$ cat src/rtl/pulse_capture_32bit_if.sv
// Measurement handshake between pulse_capture_32bit (master) and its consumer (slave).
// The master presents period/high_time with meas_valid; the slave accepts with meas_ack.

interface pulse_capture_32bit_if;
  logic        meas_valid;
  logic        meas_ack;
  logic [31:0] period;
  logic [31:0] high_time;

  modport master (
    output meas_valid,
    output period,
    output high_time,
    input  meas_ack
  );

  modport slave (
    input  meas_valid,
    input  period,
    input  high_time,
    output meas_ack
  );
endinterface

$ cat src/rtl/pulse_capture_32bit.sv
// Measures period and high time of an asynchronous pulse train in clock cycles.
// Define PULSE_CAPTURE_GLITCH_FILTER_EN to add a FILTER_LEN-cycle stability filter on the input.

module pulse_capture_32bit #(
  parameter int SYNC_STAGES = 2,
  parameter int FILTER_LEN  = 4
) (
  input  logic                  clock,
  input  logic                  reset,
  input  logic                  i_sig_in,
  input  logic [31:0]           i_timeout_cycles,
  pulse_capture_32bit_if.master meas,
  output logic                  o_overrun,
  output logic                  o_timeout,
  output logic                  o_busy
);

  typedef enum logic [1:0] {IDLE, ARMED, HIGH, LOW} state_t;

  if (SYNC_STAGES < 2 || SYNC_STAGES > 4 || FILTER_LEN < 1) begin : g_paramCheck
    $error("pulse_capture_32bit: SYNC_STAGES must be 2..4 and FILTER_LEN at least 1");
  end

  logic [SYNC_STAGES-1:0] r_sync;
  logic                   w_s;
  logic                   w_f;

  always_ff @(posedge clock) begin
    if (!reset) r_sync <= '0;
    else        r_sync <= {r_sync[SYNC_STAGES-2:0], i_sig_in};
  end

  assign w_s = r_sync[SYNC_STAGES-1];

`ifdef PULSE_CAPTURE_GLITCH_FILTER_EN
  localparam int FCNT_W = $clog2(FILTER_LEN + 1);
  localparam logic [FCNT_W-1:0] FCNT_LAST = FCNT_W'(FILTER_LEN - 1);
  localparam int SETTLE = SYNC_STAGES + FILTER_LEN;

  logic [FCNT_W-1:0] r_filtCnt;
  logic              r_filt;

  always_ff @(posedge clock) begin
    if (!reset) begin
      r_filtCnt <= '0;
      r_filt    <= 1'b0;
    end else if (w_s == r_filt) begin
      r_filtCnt <= '0;
    end else if (r_filtCnt == FCNT_LAST) begin
      r_filt    <= w_s;
      r_filtCnt <= '0;
    end else begin
      r_filtCnt <= r_filtCnt + 1'b1;
    end
  end

  assign w_f = r_filt;
`else
  localparam int SETTLE = SYNC_STAGES;

  assign w_f = w_s;
`endif

  // The input pipeline holds reset zeros for SETTLE cycles after release; IDLE must not
  // mistake those for a real low level or the first high time would be truncated.
  localparam int SET_W = $clog2(SETTLE + 1);
  localparam logic [SET_W-1:0] SETTLE_DONE = SET_W'(SETTLE);

  logic [SET_W-1:0] r_settle;
  logic             w_settled;

  always_ff @(posedge clock) begin
    if (!reset)          r_settle <= '0;
    else if (!w_settled) r_settle <= r_settle + 1'b1;
  end

  assign w_settled = (r_settle == SETTLE_DONE);

  logic r_fPrev;
  logic w_rise;
  logic w_fall;

  always_ff @(posedge clock) begin
    if (!reset) r_fPrev <= 1'b0;
    else        r_fPrev <= w_f;
  end

  assign w_rise = w_f & ~r_fPrev;
  assign w_fall = ~w_f & r_fPrev;

  state_t      r_state;
  state_t      w_stateNext;
  logic [31:0] r_pCnt;
  logic [31:0] r_hCnt;
  logic [31:0] w_pNext;
  logic [31:0] w_hNext;
  logic [31:0] w_pInc;
  logic [31:0] w_hInc;
  logic        w_measLoad;
  logic        w_timeoutHit;
  logic        w_timeoutMatch;

  always_ff @(posedge clock) begin
    if (!reset) r_state <= IDLE;
    else        r_state <= w_stateNext;
  end

  assign w_pInc = (r_pCnt == 32'hFFFF_FFFF) ? r_pCnt : r_pCnt + 32'd1;
  assign w_hInc = (r_hCnt == 32'hFFFF_FFFF) ? r_hCnt : r_hCnt + 32'd1;
  assign w_timeoutMatch = (i_timeout_cycles != 32'd0) && (r_pCnt == i_timeout_cycles);

  // Timeout takes priority over edges so a stuck input can never hold the FSM busy.
  always_comb begin
    w_stateNext  = r_state;
    w_pNext      = r_pCnt;
    w_hNext      = r_hCnt;
    w_measLoad   = 1'b0;
    w_timeoutHit = 1'b0;
    case (r_state)
      IDLE: begin
        w_pNext = 32'd0;
        w_hNext = 32'd0;
        if (w_settled && !w_f) w_stateNext = ARMED;
      end
      ARMED: begin
        if (w_rise) begin
          w_stateNext = HIGH;
          w_pNext     = 32'd1;
          w_hNext     = 32'd1;
        end
      end
      HIGH: begin
        if (w_timeoutMatch) begin
          w_stateNext  = IDLE;
          w_pNext      = 32'd0;
          w_hNext      = 32'd0;
          w_timeoutHit = 1'b1;
        end else if (w_fall) begin
          w_stateNext = LOW;
          w_pNext     = w_pInc;
        end else begin
          w_pNext = w_pInc;
          w_hNext = w_hInc;
        end
      end
      LOW: begin
        if (w_timeoutMatch) begin
          w_stateNext  = IDLE;
          w_pNext      = 32'd0;
          w_hNext      = 32'd0;
          w_timeoutHit = 1'b1;
        end else if (w_rise) begin
          w_stateNext = HIGH;
          w_measLoad  = 1'b1;
          w_pNext     = 32'd1;
          w_hNext     = 32'd1;
        end else begin
          w_pNext = w_pInc;
        end
      end
      default: begin
        w_stateNext = IDLE;
        w_pNext     = 32'd0;
        w_hNext     = 32'd0;
      end
    endcase
  end

  logic        r_measValid;
  logic [31:0] r_period;
  logic [31:0] r_highTime;
  logic        r_overrun;
  logic        r_timeout;

  // A new result always wins over an ack; overrun flags only results lost unacknowledged.
  always_ff @(posedge clock) begin
    if (!reset) begin
      r_pCnt      <= 32'd0;
      r_hCnt      <= 32'd0;
      r_measValid <= 1'b0;
      r_period    <= 32'd0;
      r_highTime  <= 32'd0;
      r_overrun   <= 1'b0;
      r_timeout   <= 1'b0;
    end else begin
      r_pCnt    <= w_pNext;
      r_hCnt    <= w_hNext;
      r_timeout <= w_timeoutHit;
      if (w_measLoad) begin
        r_period    <= r_pCnt;
        r_highTime  <= r_hCnt;
        r_measValid <= 1'b1;
        if (r_measValid && !meas.meas_ack) r_overrun <= 1'b1;
      end else if (meas.meas_ack) begin
        r_measValid <= 1'b0;
      end
    end
  end

  assign meas.meas_valid = r_measValid;
  assign meas.period     = r_period;
  assign meas.high_time  = r_highTime;
  assign o_overrun       = r_overrun;
  assign o_timeout       = r_timeout;
  assign o_busy          = (r_state == HIGH) || (r_state == LOW);

endmodule

$ cat src/flat_wrapper.sv
// flat-port wrapper written by rule: the top's interface ports become plain ports
module pulse_capture_32bit_flat 
#(
  parameter int SYNC_STAGES = 2,
  parameter int FILTER_LEN  = 4
)
  (clock, reset, i_sig_in, i_timeout_cycles, o_overrun, o_timeout, o_busy, meas_meas_valid, meas_period, meas_high_time, meas_meas_ack);
  pulse_capture_32bit_if meas_i ();
  input  logic clock;
  input  logic reset;
  input  logic i_sig_in;
  input  logic [31:0] i_timeout_cycles;
  output logic o_overrun;
  output logic o_timeout;
  output logic o_busy;
  output wire logic [$bits(meas_i.meas_valid)-1:0] meas_meas_valid;
  output wire logic [$bits(meas_i.period)-1:0] meas_period;
  output wire logic [$bits(meas_i.high_time)-1:0] meas_high_time;
  input wire logic [$bits(meas_i.meas_ack)-1:0] meas_meas_ack;
  assign meas_meas_valid = meas_i.meas_valid;
  assign meas_period = meas_i.period;
  assign meas_high_time = meas_i.high_time;
  assign meas_i.meas_ack = meas_meas_ack;
  pulse_capture_32bit #(.SYNC_STAGES(SYNC_STAGES), .FILTER_LEN(FILTER_LEN)) u_core (.clock(clock), .reset(reset), .i_sig_in(i_sig_in), .i_timeout_cycles(i_timeout_cycles), .meas(meas_i), .o_overrun(o_overrun), .o_timeout(o_timeout), .o_busy(o_busy));
endmodule
$ cat config.mk
export PLATFORM = sky130hd
export DESIGN_NAME = pulse_capture_32bit_flat
export DESIGN_NICKNAME = d
export VERILOG_FILES = /design/src/rtl/pulse_capture_32bit_if.sv /design/src/rtl/pulse_capture_32bit.sv /design/src/flat_wrapper.sv
export SDC_FILE = /design/constraint.sdc
export NUM_CORES = 1
export LEC_CHECK = 0
export BUFFER_PORTS_ARGS = -buffer_cell sky130_fd_sc_hd__clkbuf_2
export CORE_MARGIN = 10
export CORE_UTILIZATION = 55
export DETAILED_ROUTE_END_ITERATION = 12
export HOLD_SLACK_MARGIN = 0.1
export PLACE_DENSITY = 0.78
export SETUP_SLACK_MARGIN = 0.02
export SLEW_MARGIN = 20
export SYNTH_ARGS = -nofsm -noshare
export SYNTH_HDL_FRONTEND = slang
export SYNTH_SLANG_ARGS = --single-unit
$ cat constraint.sdc
create_clock -name clock -period 3.95 [get_ports clock]
set_input_delay 0.79 -clock clock [delete_from_list [all_inputs] [get_ports clock]]
set_output_delay 0.79 -clock clock [all_outputs]
set_load 0.05 [all_outputs]
==> results_dict.tcl <==
set metrics [dict create \
    detail-route-antenna-nets 0 \
    io_buffers 103 \
    path_cells "clkbuf_2, nor4_1, nand4_1, nor2_1, nor4b_2, nor2_1, buf_4, a211oi_1, o21ai_1" \
    power_density_nw_per_um2 419 \
    hold_path_class "register to register" \
    fin_crit_sh_pct 75.4 \
    avgSynthCellArea_um2 7.65 \
    antenna_found_initial 0 \
    instances_no_fill 1149 \
    max_slew.worst_pin.slew_ns 1.02 \
    synthCells 888 \
    initial_core_util_pct 56.3 \
    die_w_um 131 \
    grt_use_total_pct 21.5 \
    placed_area_um2 7410 \
    coreArea_um2 12100 \
    ys_seq_area_share_pct 40.7 \
    via_per_inst 5.90 \
    final_core_util_pct 66.6 \
    post_cts_buffers 0 \
    worst_ir_drop_vdd_v 0.000248 \
    pre_cts_ws_ns 0.641 \
    relSlewSlack_pct 31.5 \
    synth_area_um2 6800 \
    yosys.cell_types.count 57 \
    ioPinCount 104 \
    setup.worst_path.class "input port to register" \
    grt-ovfl-total 0 \
    place.gp.congestion 0.943 \
    cp-start-kind "input port" \
    reg2reg_setup_slack_ns 1.05 \
    skew_ns 0.00797 \
    wl_per_cell_um 16.7 \
    antenna_cells 0 \
    drc 0 \
    h-tree-depth 4 \
    timing.hold.ws_ns 0.436 \
    finalCriticalPeriod_ns 2.98 \
    synth_fp_nets 927 \
    ys_seq_elements 138 \
    fin_area_um2 8040 \
    rows 40 \
    placed_cells 1118 \
    first_pass_iters 5 \
    synth_edf_count 0 \
    required_ns 4.30 \
    drive_gt1_share_pct 17.8 \
    synth.top_cells.by_count "nand2_1 (202), dfxtp_1 (138), a21oi_1 (111), xor2_1 (35), nor2_1 (34)" \
    area_growth_syn_to_layout_pct 18.3 \
    cts_tree "done" \
    clkTransAtPathRegs_ns 0.06 \
    total_power_mw 3.37 \
    cts_buffer_depth 2 \
    grt_pass1_wl_um 31300 \
    totalWireLength_um 19200 \
    synth_most_common_cell "nand2_1" \
    synth_top_area_cell "dfxtp_1" \
    leakage_nw 2.94 \
    grt_pass1_vias 6354 \
    synthTopCellsByArea "dfxtp_1 (41%), nand2_1 (11%), a21oi_1 (8.2%)" \
    synth_top_area_share_pct 40.7 \
    drtIter0Drc 718 \
    dp_hpwl_um 13500 \
    hold_violations 0 \
    dieArea_um2 17200 \
    cts_made_buffers 17 \
    cp_max_fo 12 \
    slowest_stage "nor2_1" \
    cts_sinks 138 \
    fin_tns_setup_ns 0 \
    root_buffer "clkbuf_16" \
    fin_ws_ns 0.970 \
    path_common_cell "nor2_1" \
    max_cap_violations 0 \
    synthArstFlopShare_pct 0 \
    rsz0062_at_grt "false" \
    hold_buffers 0 \
    slew_viol_final 0 \
    final_nets 1008 \
    cp-end-kind "register" \
    yosys_warnings 0 \
    status "finished clean" \
    clk-insertion-delay-late_ns 0.42 \
    grt_max_degree 59 \
    cts_resized 0 \
    die_height_um 131 \
    setup_violations 0 \
    max_freq_ghz 0.336 \
    ys.flop_type "dfxtp_1" \
    via_count 6783 \
    max_stage_delay_ns 0.71 \
    worstPathArrival_ns 3.33 \
]
layout make-up:
type                            instances  area [um2]
Multi-Input combinational cell        680        3720
Tap cell                              168         210
Timing Repair Buffer                  122         683
Sequential cell                       138        2760
Clock buffer                           19         453
Clock inverter                         12         173
Fill cell                            1040        4020
Inverter                               10        37.5
worst paths after layout:
kind	from	endpoint	cells past startpoint
min	u_core.r_sync[0]$_SDFF_PN0_	u_core.r_sync[1]$_SDFF_PN0_	1
max	i_timeout_cycles[6]	u_core.r_hCnt[19]$_SDFFE_PN0P_	9
max reg2reg	u_core.r_pCnt[30]$_SDFFE_PN0P_	u_core.r_hCnt[23]$_SDFFE_PN0P_	8
min reg2reg	u_core.r_sync[0]$_SDFF_PN0_	u_core.r_sync[1]$_SDFF_PN0_	1
cell usage in the layout, fill, tap and decap left out, drive strengths merged, types with 3 or more instances in the layout:
cell | netlist | final
nand2 | 202 | 202
dfxtp | 138 | 138
clkbuf | 29 | 122
a21oi | 111 | 111
o21ai | 46 | 46
xor2 | 35 | 35
nor2 | 35 | 35
nand3 | 32 | 32
and3 | 22 | 22
nand4 | 21 | 21
nor3 | 20 | 20
buf | 31 | 19
or3 | 18 | 18
nor4 | 18 | 18
a31oi | 16 | 16
a211oi | 14 | 14
inv | 10 | 10
or2 | 8 | 8
nand2b | 8 | 8
and4 | 7 | 7
and2 | 7 | 7
o22ai | 6 | 6
a21o | 6 | 6
clkinv | 0 | 6
o21a | 5 | 5
xnor2 | 5 | 5
or4 | 5 | 5
a32o | 4 | 4
bufinv | 0 | 4
nor3b | 3 | 3
ha | 3 | 3
o31ai | 3 | 3
kinds of logic (layout without fill, tap and decap cells):
logic type / Yosys count / count (layout) / share of synthesized area [%]
simple gates: 411 / 411 / 29.3
mux: 1 / 1 / 0.147
fa+ha+maj: 3 / 3 / 0.552
compound gates: 225 / 225 / 19.3
xor+xnor: 40 / 40 / 5.16
buf+inv: 70 / 163 / 4.88
flops: 138 / 138 / 40.7
routing by layer:
layer / part of all wire (%) / GRT usage (%)
met2: 47 / 34.6
met4: 4.0 / 12.4
met5: 0 / 0
met3: 8.0 / 6.75
met1: 41 / 24.6
registers in the layout (all words and copies together), names as in the netlist:
signal,flops
u_core.meas.meas_valid,1
u_core.r_fPrev,1
u_core.o_timeout,1
u_core.r_pCnt,32
u_core.meas.period,32
u_core.meas.high_time,32
u_core.r_hCnt,32
u_core.r_sync,2
u_core.r_settle,2
u_core.o_overrun,1
u_core.r_state,2
where the power goes:
| part | switching (mW) | internal [mW] | total [mW] |
|---|---|---|---|
| logic | 0.181 | 0.0841 | 0.265 |
| registers | 0.0177 | 1.41 | 1.43 |
| clock network | 0.590 | 1.08 | 1.67 |
worst max-delay path: cells and delay by family:
kind,cells,cell delay [ns]
and+or+nand+nor,5,1.89
buffers and inverters,2,0.42
AOI/OAI and AO/OA,2,0.21
Note: power is estimated with default switching activity, not from simulation.
